==> src/rtl/alu_issue_ctrl.sv <==
// alu_issue_ctrl: fetch/exec/commit sequencer that drives ALU select and operand controls,
// waits a programmable settle time for the combinational ALU, then commits a register write
// or a branch/jump decision and advances the program counter.
module alu_issue_ctrl #(
   parameter int unsigned ALU_WAIT = 2,             // EXEC cycles, legal range 1..15
   parameter logic [31:0] PC_RESET = 32'h0000_0000
) (
   input  logic        CLK,
   input  logic        RESET,
   input  logic [31:0] INSTRUCTION,
   input  logic        INSTR_VALID,
   output logic        INSTR_READY,
   input  logic [7:0]  ALU_RESULT,
   input  logic        ALU_ZERO,
   output logic [2:0]  ALUOP,
   output logic [2:0]  READREG1,
   output logic [2:0]  READREG2,
   output logic [2:0]  WRITEREG,
   output logic        WRITEENABLE,
   output logic [7:0]  IMMEDIATE,
   output logic        IMM_SEL,
   output logic        NEG_SEL,
   output logic [31:0] PC,
   output logic [7:0]  LAST_RESULT,
   output logic        ILLEGAL
);

   typedef enum logic [1:0] {StFetch, StExec, StCommit} state_e;

   localparam logic [3:0] WaitLoad = 4'(ALU_WAIT - 1);

   localparam logic [7:0] OpLoadi = 8'h00;
   localparam logic [7:0] OpMov   = 8'h01;
   localparam logic [7:0] OpAdd   = 8'h02;
   localparam logic [7:0] OpSub   = 8'h03;
   localparam logic [7:0] OpAnd   = 8'h04;
   localparam logic [7:0] OpOr    = 8'h05;
   localparam logic [7:0] OpJ     = 8'h06;
   localparam logic [7:0] OpBeq   = 8'h07;

   localparam logic [2:0] AluFwd = 3'b000;
   localparam logic [2:0] AluAdd = 3'b001;
   localparam logic [2:0] AluAnd = 3'b010;
   localparam logic [2:0] AluOr  = 3'b011;

   state_e      state_q, state_d;
   logic [3:0]  cnt_q, cnt_d;
   logic        accept;

   // Combinational decode of the incoming instruction, captured on the accept edge
   logic [2:0]  dec_aluop;
   logic        dec_imm_sel;
   logic        dec_neg_sel;
   logic        dec_write;
   logic        dec_jump;
   logic        dec_beq;
   logic        dec_illegal;

   // Registered decode, held from the first EXEC cycle until the next accept
   logic [2:0]  aluop_q;
   logic [2:0]  readreg1_q;
   logic [2:0]  readreg2_q;
   logic [2:0]  writereg_q;
   logic [7:0]  imm_q;
   logic [7:0]  off_q;
   logic        imm_sel_q;
   logic        neg_sel_q;
   logic        write_q;
   logic        jump_q;
   logic        beq_q;
   logic        illegal_op_q;

   // Commit-cycle strobes and architectural state
   logic        we_q, we_d;
   logic        illegal_q, illegal_d;
   logic [31:0] pc_q, pc_d;
   logic [7:0]  last_result_q, last_result_d;
   logic        taken;
   logic [31:0] branch_ofs;

   // Register-address bits above [2:0] are deliberately ignored (x0..x7 only)
   logic        unused_instr_bits;
   assign unused_instr_bits = ^INSTRUCTION[15:11];

   assign accept = (state_q == StFetch) && INSTR_VALID;

   // Opcode decode table
   always_comb begin
      dec_aluop   = AluFwd;
      dec_imm_sel = 1'b0;
      dec_neg_sel = 1'b0;
      dec_write   = 1'b0;
      dec_jump    = 1'b0;
      dec_beq     = 1'b0;
      dec_illegal = 1'b0;
      case (INSTRUCTION[31:24])
         OpLoadi: begin
            dec_imm_sel = 1'b1;
            dec_write   = 1'b1;
         end
         OpMov: begin
            dec_write   = 1'b1;
         end
         OpAdd: begin
            dec_aluop   = AluAdd;
            dec_write   = 1'b1;
         end
         OpSub: begin
            dec_aluop   = AluAdd;
            dec_neg_sel = 1'b1;
            dec_write   = 1'b1;
         end
         OpAnd: begin
            dec_aluop   = AluAnd;
            dec_write   = 1'b1;
         end
         OpOr: begin
            dec_aluop   = AluOr;
            dec_write   = 1'b1;
         end
         OpJ: begin
            dec_jump    = 1'b1;
         end
         OpBeq: begin
            // Compare by subtraction; ZERO flag decides at commit
            dec_aluop   = AluAdd;
            dec_neg_sel = 1'b1;
            dec_beq     = 1'b1;
         end
         default: begin
            dec_illegal = 1'b1;
         end
      endcase
   end

   // Decode output registers: cleared by reset, loaded on accept, otherwise held
   always_ff @(posedge CLK) begin
      if (RESET) begin
         aluop_q      <= 3'b000;
         readreg1_q   <= 3'b000;
         readreg2_q   <= 3'b000;
         writereg_q   <= 3'b000;
         imm_q        <= 8'h00;
         off_q        <= 8'h00;
         imm_sel_q    <= 1'b0;
         neg_sel_q    <= 1'b0;
         write_q      <= 1'b0;
         jump_q       <= 1'b0;
         beq_q        <= 1'b0;
         illegal_op_q <= 1'b0;
      end else if (accept) begin
         aluop_q      <= dec_aluop;
         readreg1_q   <= INSTRUCTION[10:8];
         readreg2_q   <= INSTRUCTION[2:0];
         writereg_q   <= INSTRUCTION[18:16];
         imm_q        <= INSTRUCTION[7:0];
         off_q        <= INSTRUCTION[23:16];
         imm_sel_q    <= dec_imm_sel;
         neg_sel_q    <= dec_neg_sel;
         write_q      <= dec_write;
         jump_q       <= dec_jump;
         beq_q        <= dec_beq;
         illegal_op_q <= dec_illegal;
      end
   end

   // Sign-extended word offset; 8'hFF yields -4 which cancels the +4
   assign branch_ofs = {{22{off_q[7]}}, off_q, 2'b00};
   assign taken      = jump_q | (beq_q & ALU_ZERO);

   // Next-state, settle counter and commit-side next values
   always_comb begin
      state_d       = state_q;
      cnt_d         = cnt_q;
      we_d          = 1'b0;
      illegal_d     = 1'b0;
      pc_d          = pc_q;
      last_result_d = last_result_q;
      unique case (state_q)
         StFetch: begin
            if (INSTR_VALID) begin
               cnt_d   = WaitLoad;
               state_d = StExec;
            end
         end
         StExec: begin
            if (cnt_q == 4'd0) begin
               // Strobes are registered so they are high for exactly the COMMIT cycle
               we_d      = write_q;
               illegal_d = illegal_op_q;
               state_d   = StCommit;
            end else begin
               cnt_d = cnt_q - 4'd1;
            end
         end
         StCommit: begin
            last_result_d = ALU_RESULT;
            pc_d          = pc_q + 32'd4 + (taken ? branch_ofs : 32'd0);
            state_d       = StFetch;
         end
         default: begin
            state_d = StFetch;
         end
      endcase
   end

   // State, counter, PC and commit strobes; reset aborts any in-flight instruction
   always_ff @(posedge CLK) begin
      if (RESET) begin
         state_q       <= StFetch;
         cnt_q         <= 4'd0;
         we_q          <= 1'b0;
         illegal_q     <= 1'b0;
         pc_q          <= PC_RESET;
         last_result_q <= 8'h00;
      end else begin
         state_q       <= state_d;
         cnt_q         <= cnt_d;
         we_q          <= we_d;
         illegal_q     <= illegal_d;
         pc_q          <= pc_d;
         last_result_q <= last_result_d;
      end
   end

   // Output drive
   always_comb begin
      INSTR_READY = (state_q == StFetch);
      ALUOP       = aluop_q;
      READREG1    = readreg1_q;
      READREG2    = readreg2_q;
      WRITEREG    = writereg_q;
      WRITEENABLE = we_q;
      IMMEDIATE   = imm_q;
      IMM_SEL     = imm_sel_q;
      NEG_SEL     = neg_sel_q;
      PC          = pc_q;
      LAST_RESULT = last_result_q;
      ILLEGAL     = illegal_q;
   end

endmodule

==> config.mk <==
export PLATFORM = sky130hd
export DESIGN_NAME = alu_issue_ctrl
export DESIGN_NICKNAME = d
export VERILOG_FILES = /design/src/rtl/alu_issue_ctrl.sv
export SDC_FILE = /design/constraint.sdc
export NUM_CORES = 1
export LEC_CHECK = 0
export CAP_MARGIN = 20
export CELL_PAD_IN_SITES_DETAIL_PLACEMENT = 1
export CELL_PAD_IN_SITES_GLOBAL_PLACEMENT = 1
export CORE_UTILIZATION = 34
export DETAILED_ROUTE_END_ITERATION = 6
export PLACE_DENSITY_LB_ADDON = 0.1
export SLEW_MARGIN = 40
export SYNTH_ARGS = -nofsm -noshare
export SYNTH_HDL_FRONTEND = slang
export SYNTH_SLANG_ARGS = --single-unit
==> constraint.sdc <==
create_clock -name CLK -period 4.4 [get_ports CLK]
set_input_delay 1.32 -clock CLK [delete_from_list [all_inputs] [get_ports CLK]]
set_output_delay 1.32 -clock CLK [all_outputs]
set_load 0.05 [all_outputs]
==> run_results.csv <==
group,metric,value,unit
yosys,synth-warning-count,0,
yosys,ys_ff_latch,73,
clocking,h-tree-depth,3,
outcome,status,"finished clean",
floorplan,placementRows,43,
floorplan,start_util,35.04,%
floorplan,core,13930,um2
floorplan,die_w,121.8,um
layout,final_area,6852,um2
yosys,synth-xor-area-share,8.073,%
layout,mostFrequentLayoutCells,"105 x nand2_1, 98 x clkdlybuf4s50_1, 78 x buf_4, 73 x dfxtp_1, 67 x a21oi_1",
yosys,ys_seq_area_share,29.93,%
clocking,cts_tree,"done",
sta,finClkSkew,0.006152,ns
yosys,synthSimpleGateAreaFrac,23.94,%
sta,drv_slew,0,
yosys,synth-adder-area-share,9.892,%
global_route,overflow,0,
yosys,synth.distinct_cells,67,
layout,final_common_cell,"nand2_1",
yosys,netlist_area,4882,um2
sta,fmax,0.2496,GHz
layout,final_cell_count_no_fill,944,
place,place_inst,925,
place,portBuffers,100,
sta,setup_viol,0,
critical_path,crit_fanout,5,
detailed_routing,vias,4818,
floorplan,die_h,121.8,um
power_and_ir_drop,leakagePower,2.844,nW
yosys,synth_edf_count,0,
clocking,cts.sinks,73,
yosys,avgSynthCellArea,7.977,um2
power_and_ir_drop,power_density,263.4,nW/um2
hold_path,hold_class,"flop to flop",
critical_path,crit_type,"input port to flop",
critical_path,r2r_cells,14,
power_and_ir_drop,vdd_drop_max,0.1608,mV
clocking,clk_latency,0.35,ns
critical_path,start_kind,"input port",
floorplan,pin_count,109,
power_and_ir_drop,p_total,0.001805,W
place,dp.final_hpwl,11.10,mm
clocking,cts_inserted_buffers,9,
clocking,root_buffer,"clkbuf_16",
yosys,async_flop_share,0,%
layout,antennaDiodeCount,0,
sta,tightest_slew,0.7892,ns
yosys,synth_ff_type,"dfxtp_1",
layout,final_layout_size_suffix_gt1_share,16.88,%
layout,area_growth,40.34,%
clocking,hold_buffers,0,
sta,slew-limit-headroom,47.15,%
layout,nets,841,
detailed_routing,postRouteWirelength,14.89,mm
global_route,grt.total_usage,21.02,%
critical_path,end_kind,"flop",
yosys,synth_compound_area_share,21.17,%
layout,nFillCells,1686,
place,gp_congestion,0.8188,
floorplan,die_area,14840,um2
yosys,synth.area.mux_share,0.8713,%
hold_path,hold_depth,2,
place,post_dp_cell_area,6447,um2
detailed_routing,drc_errors,0,
sta,period_needed,4.006,ns
sta,rsz0062_at_grt,"no",
global_route,grt_pass1_vias,5121,
critical_path,crit_required,4.68,ns
sta,post-route-period-util,91.06,%
layout,utilization,49.17,%
clocking,cts_buffer_depth,2,
detailed_routing,drtAntennaViolNets,0,
flow_run,cap_violations,0,
clocking,path_clk_slew,0.06,ns
global_route,grt_pass1_wl,24.63,mm
detailed_routing,drt-pass1-iter-count,4,
detailed_routing,viasPerCell,5.104,
detailed_routing,avgRoutedWirePerCell,15.77,um
yosys,synth_top_family_by_area,"simple AND/OR/NAND/NOR gates",
yosys,synth_cells,612,
global_route,antenna_found_initial,0,
critical_path,arrival,4.29,ns
detailed_routing,dr.first_iter.drc_count,104,
sta,final_hold_viol_count,0,
global_route,grt_max_degree,53,
-- routing by layer --
metal	vias up	GRT usage [%]	share of wire, %
li1	2413	-	-
met1	2297	24.53	44
met2	90	37.25	50
met3	18	4.026	4.1
met4	0	8.796	1.7
met5	-	0	0
-- through the flow --
step	worst slack (ns)	hold WS (ns)	TNS, ns
finish	0.3935	0.4537	0
global route	0.2183	0.4730	0
CTS	0.01147	0.4581	0
detailed placement	-0.3675	0.4449	-2.877
global placement	-0.3470	0.4384	-2.077
floorplan	0.1572	0.4273	0
-- layout make-up --
| type | instances | area, um2 | share of cell area (%) |
|---|---|---|---|
| Clock inverter | 5 | 38.79 | 0.5661 |
| Multi-Input combinational cell | 485 | 3231 | 47.15 |
| Clock buffer | 11 | 242.7 | 3.543 |
| Tap cell | 180 | 225.2 | 3.287 |
| Inverter | 10 | 37.54 | 0.5478 |
| Sequential cell | 73 | 1461 | 21.33 |
| Timing Repair Buffer | 180 | 1615 | 23.58 |
-- timing repair --
action / CTS / global route
hold endpoints to repair: 0 / 0
buffers inserted: 0 / 3
gates cloned: 0 / 0
pin swaps: 1 / 12
resized for setup: 0 / 19
endpoints found under the setup margin: 1 / 10
-- state kept, by name, indices dropped and copies added (netlist names), 2 cells and up --
| signal | count |
|---|---|
| IMMEDIATE | 6 |
| READREG2 | 2 |
| ALUOP | 2 |
| READREG1 | 3 |
| state_q | 2 |
| WRITEREG | 2 |
| off_q | 6 |
| PC | 30 |
| LAST_RESULT | 8 |
| cnt_q | 4 |
-- path summary, 6_finish.rpt --
| path | start | to | slack [ns] |
|---|---|---|---|
| worst max register to register | beq_q | PC[31] | 1.17 |
| worst max-delay path | ALU_ZERO | PC[31] | 0.39 |
| worst min-delay path | IMMEDIATE[7] | IMMEDIATE[7] | 0.45 |
| worst min register to register | IMMEDIATE[7] | IMMEDIATE[7] | 0.45 |
-- synthesized netlist by cell type, types with 12 or more instances --
cell type    n  share of area [%]
a21o_1      12                1.8
a21oi_1     70                7.2
and2_1      27                3.5
buf_4       15                2.3
clkbuf_1    23                1.8
dfxtp_1     73                 30
ha_1        37                9.5
nand2_1    105                8.1
nand3_1     13                1.3
nor2_1      31                2.4
nor2b_1     15                1.9
o21ai_0     18                1.8
xnor2_1     32                5.7
xor2_1      13                2.3
-- report_power, final --
part	switching (W)	total (W)	internal (W)
sequential	0.0000277	0.000724	0.000696
clock	0.000319	0.000721	0.000402
combinational	0.000224	0.000360	0.000136
total	0.000571	0.00180	0.00123
-- worst max-delay path: stages --
cell	delay, ns
dlymetal6s2s_1	0.13
a21oi_2	0.13
buf_4	0.15
nor2b_1	0.05
ha_1	0.32
ha_4	0.18
fa_2	0.37
a211oi_2	0.23
o211ai_1	0.19
buf_4	0.19
a32oi_4	0.23
o31ai_4	0.14
mux2i_1	0.15
or3_1	0.40
a21oi_2	0.12
-- logic make-up (layout without fill, tap and decap cells) --
group / after synthesis / count (layout)
AO/OA/AOI/OAI: 157 / 157
XOR/XNOR: 45 / 45
buffers and inverters: 56 / 206
multiplexers: 4 / 4
flip-flops: 73 / 73
other: 1 / 3
AND/OR/NAND/NOR: 238 / 238
adder cells (fa/ha/maj): 38 / 38
(Power assumes the default switching activity.)
